===== config.mk =====
export PLATFORM = sky130hd
export DESIGN_NAME = panel_cmd_tx
export DESIGN_NICKNAME = d
export VERILOG_FILES = /design/src/rtl/panel_cmd_tx.sv
export SDC_FILE = /design/constraint.sdc
export NUM_CORES = 1
export LEC_CHECK = 0
export CAP_MARGIN = 20
export CORE_UTILIZATION = 64
export CTS_BUF_LIST = sky130_fd_sc_hd__clkbuf_8
export CTS_CLUSTER_SIZE = 16
export DETAILED_ROUTE_END_ITERATION = 12
export HOLD_SLACK_MARGIN = 0.03
export PLACE_DENSITY = 0.95
export RECOVER_POWER = 100
export SLEW_MARGIN = 25
export SYNTH_ARGS = -nofsm -noshare
export SYNTH_HDL_FRONTEND = slang
export SYNTH_SLANG_ARGS = --single-unit

===== constraint.sdc =====
create_clock -name clk -period 5 [get_ports clk]
set_clock_uncertainty 0.2 [all_clocks]
set_input_delay 1 -clock clk [delete_from_list [all_inputs] [get_ports clk]]
set_output_delay 1 -clock clk [all_outputs]
set_load 0.01 [all_outputs]

===== src/rtl/panel_cmd_tx.sv =====
// Serialises panel commands as 8N1 UART bytes (one or two bytes per command).
// Optional macro PANEL_CMD_TX_SYNC_EN sends a 0xFF sync byte after every reset.
module panel_cmd_tx #(
    parameter int CLKS_PER_BIT = 20
) (
    input  logic       clk,
    input  logic       reset,
    input  logic       cmd_valid,
    output logic       cmd_ready,
    input  logic [1:0] cmd_op,
    input  logic [7:0] cmd_arg,
    output logic       tx_out,
    output logic       busy,
    output logic       done
);

    localparam int CW = (CLKS_PER_BIT > 1) ? $clog2(CLKS_PER_BIT) : 1;
    localparam logic [CW-1:0] CNT_LAST = CW'(CLKS_PER_BIT - 1);

    localparam logic [1:0] IDLE  = 2'd0;
    localparam logic [1:0] START = 2'd1;
    localparam logic [1:0] DATA  = 2'd2;
    localparam logic [1:0] STOP  = 2'd3;

    logic [1:0]    state_reg, state_next;
    logic [CW-1:0] cnt_reg, cnt_next;
    logic [2:0]    bit_reg, bit_next;
    logic [7:0]    shift_reg, shift_next;
    logic          pend_reg, pend_next;
    logic [7:0]    pend_byte_reg, pend_byte_next;
    logic          tx_reg, tx_next;

    logic          bit_end;
    logic          last_stop;
    logic          accept;
    logic [7:0]    first_byte;
    logic          has_second;

    assign bit_end   = (cnt_reg == CNT_LAST);
    // Final cycle of the last stop bit of a command: the handover point.
    assign last_stop = (state_reg == STOP) && bit_end && !pend_reg;
    assign accept    = cmd_valid && cmd_ready;
    assign tx_out    = tx_reg;

`ifdef PANEL_CMD_TX_SYNC_EN
    logic sync_arm_reg;
    logic sync_act_reg;

    // arm: sync byte still to be launched; act: sync byte on the line.
    always_ff @(posedge clk) begin
        if (reset) begin
            sync_arm_reg <= 1'b1;
            sync_act_reg <= 1'b0;
        end else if ((state_reg == IDLE) && sync_arm_reg) begin
            sync_arm_reg <= 1'b0;
            sync_act_reg <= 1'b1;
        end else if ((state_reg == STOP) && bit_end && sync_act_reg) begin
            sync_act_reg <= 1'b0;
        end
    end

    assign cmd_ready = !(sync_arm_reg || sync_act_reg) && ((state_reg == IDLE) || last_stop);
    assign done      = last_stop && !sync_act_reg;
    assign busy      = (state_reg != IDLE) || (sync_arm_reg && !reset);
`else
    assign cmd_ready = (state_reg == IDLE) || last_stop;
    assign done      = last_stop;
    assign busy      = (state_reg != IDLE);
`endif

    always_comb begin
        first_byte = 8'h00;
        has_second = 1'b0;
        case (cmd_op)
            2'b00: first_byte = {5'b00000, cmd_arg[2:0]};
            2'b01: begin
                first_byte = 8'h10;
                has_second = 1'b1;
            end
            2'b10: begin
                first_byte = 8'h20;
                has_second = 1'b1;
            end
            2'b11: first_byte = 8'h30;
        endcase
    end

    always_comb begin
        state_next     = state_reg;
        cnt_next       = cnt_reg;
        bit_next       = bit_reg;
        shift_next     = shift_reg;
        pend_next      = pend_reg;
        pend_byte_next = pend_byte_reg;

        case (state_reg)
            IDLE: begin
                if (accept) begin
                    state_next     = START;
                    cnt_next       = '0;
                    shift_next     = first_byte;
                    pend_next      = has_second;
                    pend_byte_next = cmd_arg;
                end
`ifdef PANEL_CMD_TX_SYNC_EN
                else if (sync_arm_reg) begin
                    state_next = START;
                    cnt_next   = '0;
                    shift_next = 8'hFF;
                    pend_next  = 1'b0;
                end
`endif
            end
            START: begin
                if (bit_end) begin
                    state_next = DATA;
                    cnt_next   = '0;
                    bit_next   = 3'd0;
                end else begin
                    cnt_next = cnt_reg + CW'(1);
                end
            end
            DATA: begin
                if (bit_end) begin
                    cnt_next = '0;
                    if (bit_reg == 3'd7) begin
                        state_next = STOP;
                    end else begin
                        bit_next   = bit_reg + 3'd1;
                        shift_next = {1'b0, shift_reg[7:1]};
                    end
                end else begin
                    cnt_next = cnt_reg + CW'(1);
                end
            end
            STOP: begin
                if (bit_end) begin
                    cnt_next = '0;
                    if (pend_reg) begin
                        // Second byte follows the first stop bit with no gap.
                        state_next = START;
                        shift_next = pend_byte_reg;
                        pend_next  = 1'b0;
                    end else if (accept) begin
                        state_next     = START;
                        shift_next     = first_byte;
                        pend_next      = has_second;
                        pend_byte_next = cmd_arg;
                    end else begin
                        state_next = IDLE;
                    end
                end else begin
                    cnt_next = cnt_reg + CW'(1);
                end
            end
        endcase
    end

    // Line level is registered from the next state so it follows the FSM by one edge.
    always_comb begin
        case (state_next)
            START:   tx_next = 1'b0;
            DATA:    tx_next = shift_next[0];
            default: tx_next = 1'b1;
        endcase
    end

    always_ff @(posedge clk) begin
        if (reset) begin
            state_reg     <= IDLE;
            cnt_reg       <= '0;
            bit_reg       <= 3'd0;
            shift_reg     <= 8'h00;
            pend_reg      <= 1'b0;
            pend_byte_reg <= 8'h00;
            tx_reg        <= 1'b1;
        end else begin
            state_reg     <= state_next;
            cnt_reg       <= cnt_next;
            bit_reg       <= bit_next;
            shift_reg     <= shift_next;
            pend_reg      <= pend_next;
            pend_byte_reg <= pend_byte_next;
            tx_reg        <= tx_next;
        end
    end

endmodule


# Word-level counts from Yosys, hierarchy flattened
# Cells that the tools add are included.
# classes
n_addsub	2
n_mul	0
div_mod_pow	0
order_cmp	0
eq_ne	16
n_shift	0
n_mux	33
bitwise	0
n_reduce_logical	17
# ops
operator	n
$mux 8	8
$pmux 8 s4	1
$pmux 8 s3	1
$pmux 8 s2	1
$ne 2x2->1 const B	6
$eq 2x2->1 const B	5
$mux 2	5
$mux 5	2
$pmux 5 s2	1
$mux 3	3
$pmux 2 s4	1
$reduce_and 4->1	2
$mux 1	7
$eq 2x1->1 const B	3
$pmux 3 s2	1
$reduce_and 3->1	2
$reduce_bool 2->1	3
$add 5x1->5 const B	1
$eq 5x5->1 const B	1
$logic_not 2->1	2
$pmux 1 s2	2
$add 3x1->3 const B	1
$eq 3x3->1 const B	1
$logic_and 1x1->1	3
other kinds (5)	5
# totals
register_bits	28
latch_bits	0
ram_bits	0
rom_bits	0
in_bits	13
elab_cells	76
mem_count	0

# Logic depth before layout (Yosys ltp)
# logic_depth
word_depth	11
ltp_mapped	7
ltp_nobuf	6

# Worst setup path after synthesis
# No wires, ideal clock.
# synth_path
path_kind	flip-flop to output port
from	register cnt_reg[0]
to	output port done
arrival_time_ps	1110
t_required_ps	3800
path_slack_ps	2690
stages_incl_launch_ff	5
n_path_buf	1
cell_sequence	dfxtp_1 -> ha_1 -> nand4bb_1 -> buf_2 -> nor2_1
# synth_via
elab_chain_len	3
# synth_rtl
element	line	rtl
start, declared	26	logic [CW-1:0] cnt_reg, cnt_next;
start signal, assigned	179	cnt_reg <= cnt_next;
$eq 5x5->1	39	assign bit_end = (cnt_reg == CNT_LAST);
$logic_and 1x1->1 (2 in a row)	41	assign last_stop = (state_reg == STOP) && bit_end && !pend_reg;
end, declared	14	output logic done
# No other way between the ends.

# Worst setup path after layout
# layout_path
from	register state_reg[0]
to	output port cmd_ready
# layout_via
elab_chain_len	4
word_cells_on_any_way	5
cone_classes	eq/ne: 1; reduce/logical: 4
# layout_rtl
element	line	rtl
start, declared	25	logic [1:0] state_reg, state_next;
start signal, assigned	178	state_reg <= state_next;
$eq 2x2->1	41	
$logic_and 1x1->1 (2 in a row)	41	
$logic_or 1x1->1 (*)	66	assign cmd_ready = (state_reg == IDLE) || last_stop;
end, declared	9	output logic cmd_ready,
# Every way passes the cells marked *; elsewhere a longest branch is shown, timed or not.

==> results.sh <==
export IMPL_insertion_delay_ns=0.28
export IMPL_final_setup_tns_ns=0
export IMPL_final_setup_viol_count=0
export IMPL_grt_max_degree=29
export IMPL_vdd_drop_max_mv=0.199
export IMPL_core_sq_mm=0.00257
export IMPL_ant_nets=0
export IMPL_clkTransAtPathRegs_ns=0.09
export IMPL_cts_buffers=3
export IMPL_place_ws_ns=1.49
export IMPL_synth_simple_area_share_pct=26.2
export IMPL_synth_common_cells="28 x dfxtp_1, 25 x a21oi_1, 19 x nor2_1, 17 x nand3_1, 15 x o21ai_1"
export IMPL_hold_viol=0
export IMPL_synth_cell_area_sq_mm=0.00179
export IMPL_synth_edf_count=0
export IMPL_io_pins=17
export IMPL_fmax_mhz=261
export IMPL_ctsResizeCount=0
export IMPL_met2_usage_pct=49.4
export IMPL_drc=0
export IMPL_crit_fanout=27
export IMPL_routedWlPerCell_um=15.8
export IMPL_synthXorXnorAreaFrac_pct=0
export IMPL_hpwl_um=2800
export IMPL_relSlewSlack_pct=41.3
export IMPL_muxShareOfSynthArea_pct=3.36
export IMPL_rows=18
export IMPL_grt_overflow=0
export IMPL_viasPerCell=6.60
export IMPL_rr_worst_depth=6
export IMPL_start_util_pct=69.7
export IMPL_run_status="completed"
export IMPL_met3_usage_pct=4.17
export IMPL_drive_gt1_share_pct=3.93
export IMPL_synthAdderAreaFrac_pct=4.90
export IMPL_p_int_uw=313
export IMPL_antenna_found_initial=0
export IMPL_arrival_ns=2.63
export IMPL_clock_sinks=28
export IMPL_yosys_register_bits=28
export IMPL_start_kind="register"
export IMPL_hold_buffers=0
export IMPL_grtUsageMet1_pct=39.9
export IMPL_worst_hold_slack_ns=0.301
export IMPL_r2r_setup_slack_ns=2.63
export IMPL_finalPower_uw=429
export IMPL_synthCells=226
export IMPL_pwr_share_comb_pct=14.4
export IMPL_drt_iter0_drc=77
export IMPL_slew_viol_final=0
export IMPL_yosysWarnings=0
export IMPL_fp_dieH_um=54.9
export IMPL_finalNonFillerCells=259
export IMPL_postLayoutSetupSlackWorst_ns=1.17
export IMPL_numPortBuffers=16
export IMPL_synth_yosys_seq_area_share_pct=31.3
export IMPL_async_flop_share_pct=0
export IMPL_synth_area_leaders="dfxtp_1 31%, a21oi_1 7.0%, ha_1 4.9%, nand3_1 4.8%, o21ai_1 4.2%"
export IMPL_min_period_ns=3.83
export IMPL_grt_pass1_wl_um=6640
export IMPL_finalCritPeriodShare_pct=76.7
export IMPL_clock_path_buffers=2
export IMPL_grt_setup_unrepaired="no"
export IMPL_synthFlopType="dfxtp_1"
export IMPL_synth_most_common_cell="dfxtp_1"
export IMPL_busiest_layer="met2"
export IMPL_p_sw_share_pct=26.9
export IMPL_place_congestion=0.842
export IMPL_area_delta_synth_final_pct=6.57
export IMPL_die_x_um=54.9
export IMPL_cp_end_kind="output port"
export IMPL_fillers=198
export IMPL_synth_net_count=246
export IMPL_drtPass1Iterations=5
export IMPL_wirelength_um=4090
export IMPL_die_area_sq_mm=0.00301
export IMPL_p_sw_uw=115
export IMPL_num_vias=1710
export IMPL_worstPathCellList="nor2_2, inv_1, o21a_1, clkinv_2, clkdlybuf4s50_1"
export IMPL_avgSynthCellArea_sq_um=7.92
export IMPL_cts_tree="built"
export IMPL_cp_slowest_cell="dfxtp_1"
export IMPL_clkPwrFrac_pct=28.9
export IMPL_synth_top_family_by_area="compound AO/OA/AOI/OAI gates"
export IMPL_h_tree_depth=1
export IMPL_hold_path_class="reg2reg"
export IMPL_tightestPinTransition_ns=0.878
export IMPL_multi_input_area_sq_mm=0.00108
export IMPL_post_cts_buffers=0
export IMPL_cap_violations=0
export IMPL_nets=251
export IMPL_p_seq_share_pct=56.7
export IMPL_dp_cells=256
export IMPL_grt_usage_pct=30.8
export IMPL_p_per_area_mw_per_mm2=225
export IMPL_slowest_delay_ns=0.88
export IMPL_synth_cell_types=52
export IMPL_seq_area_sq_um=561
export IMPL_synth_top_area_share_pct=31.3
export IMPL_min_delay_path_depth=2
export IMPL_n_antenna_cell=0
export IMPL_cp_required_ns=3.80
export IMPL_p_leak_uw=0.000639
export IMPL_synth_compound_area_share_pct=26.8
export IMPL_cts_root_buf="clkbuf_8"
export IMPL_first_global_vias=1513
export IMPL_synth_largest_area_cell="dfxtp_1"
export IMPL_critical_path_class="reg2out"
## worst paths after layout
check | startpoint | end
worst max-delay path | state_reg[0] | cmd_ready
worst max register to register | state_reg[0] | pend_byte_reg[5]
worst min-delay path | pend_byte_reg[1] | pend_byte_reg[1]
worst min register to register | pend_byte_reg[1] | pend_byte_reg[1]
## cells by family after synthesis
family,after synthesis
flip-flops,28
multiplexers,6
AND/OR/NAND/NOR,85
buffers and inverters,25
adder cells (fa/ha/maj),7
AO/OA/AOI/OAI,75
## cell type report
type                       instances  share of cell area (%)
tap                               30                    1.97
sequential                        28                    29.4
clock buffer                       3                    2.17
multi-input combinational        173                    56.5
timing repair buffer              16                    8.14
inverter                           9                    1.84
## power groups by stage
stage,sequential (uW),clock (uW),combinational [uW]
after floorplan,240,0,50.0
after global placement,247,0,61.6
final,243,124,61.6
after detailed placement,248,0,63.1
after CTS,243,125,63.6
after global routing,244,131,67.7
## cell usage in the layout, fill, tap and decap left out, types with 5 or more instances in the layout
cell,count
nand2_1,11
ha_1,7
nand2b_1,9
inv_1,7
and2_1,5
nand3_1,17
o21ai_1,5
o21ai_0,15
clkdlybuf4s50_1,12
nor2_1,19
dfxtp_1,28
a31oi_1,6
mux2i_1,6
a21oi_1,26
## worst max-delay path: cells and delay by family (launching register included)
family | cells | cell delay (ns)
buf+inv | 3 | 0.97
simple gates | 1 | 0.16
compound gates | 1 | 0.34
flops | 1 | 0.88
## metrics by stage
| stage | utilization (%) | area [sq um] |
|---|---|---|
| after floorplan | - | 1790 |
| after global placement | 73.6 | 1890 |
| after detailed placement | 73.6 | 1890 |
| after CTS | 75.2 | 1930 |
| after global routing | 74.3 | 1910 |
| final | 74.3 | 1910 |
## routing by layer
layer | share of wire (%) | vias up
met4 | 1.9 | 0
li1 | - | 830
met1 | 43 | 787
met2 | 49 | 79
met5 | 0 | -
met3 | 6.3 | 14
No activity file was read; power rests on OpenSTA's default activity.
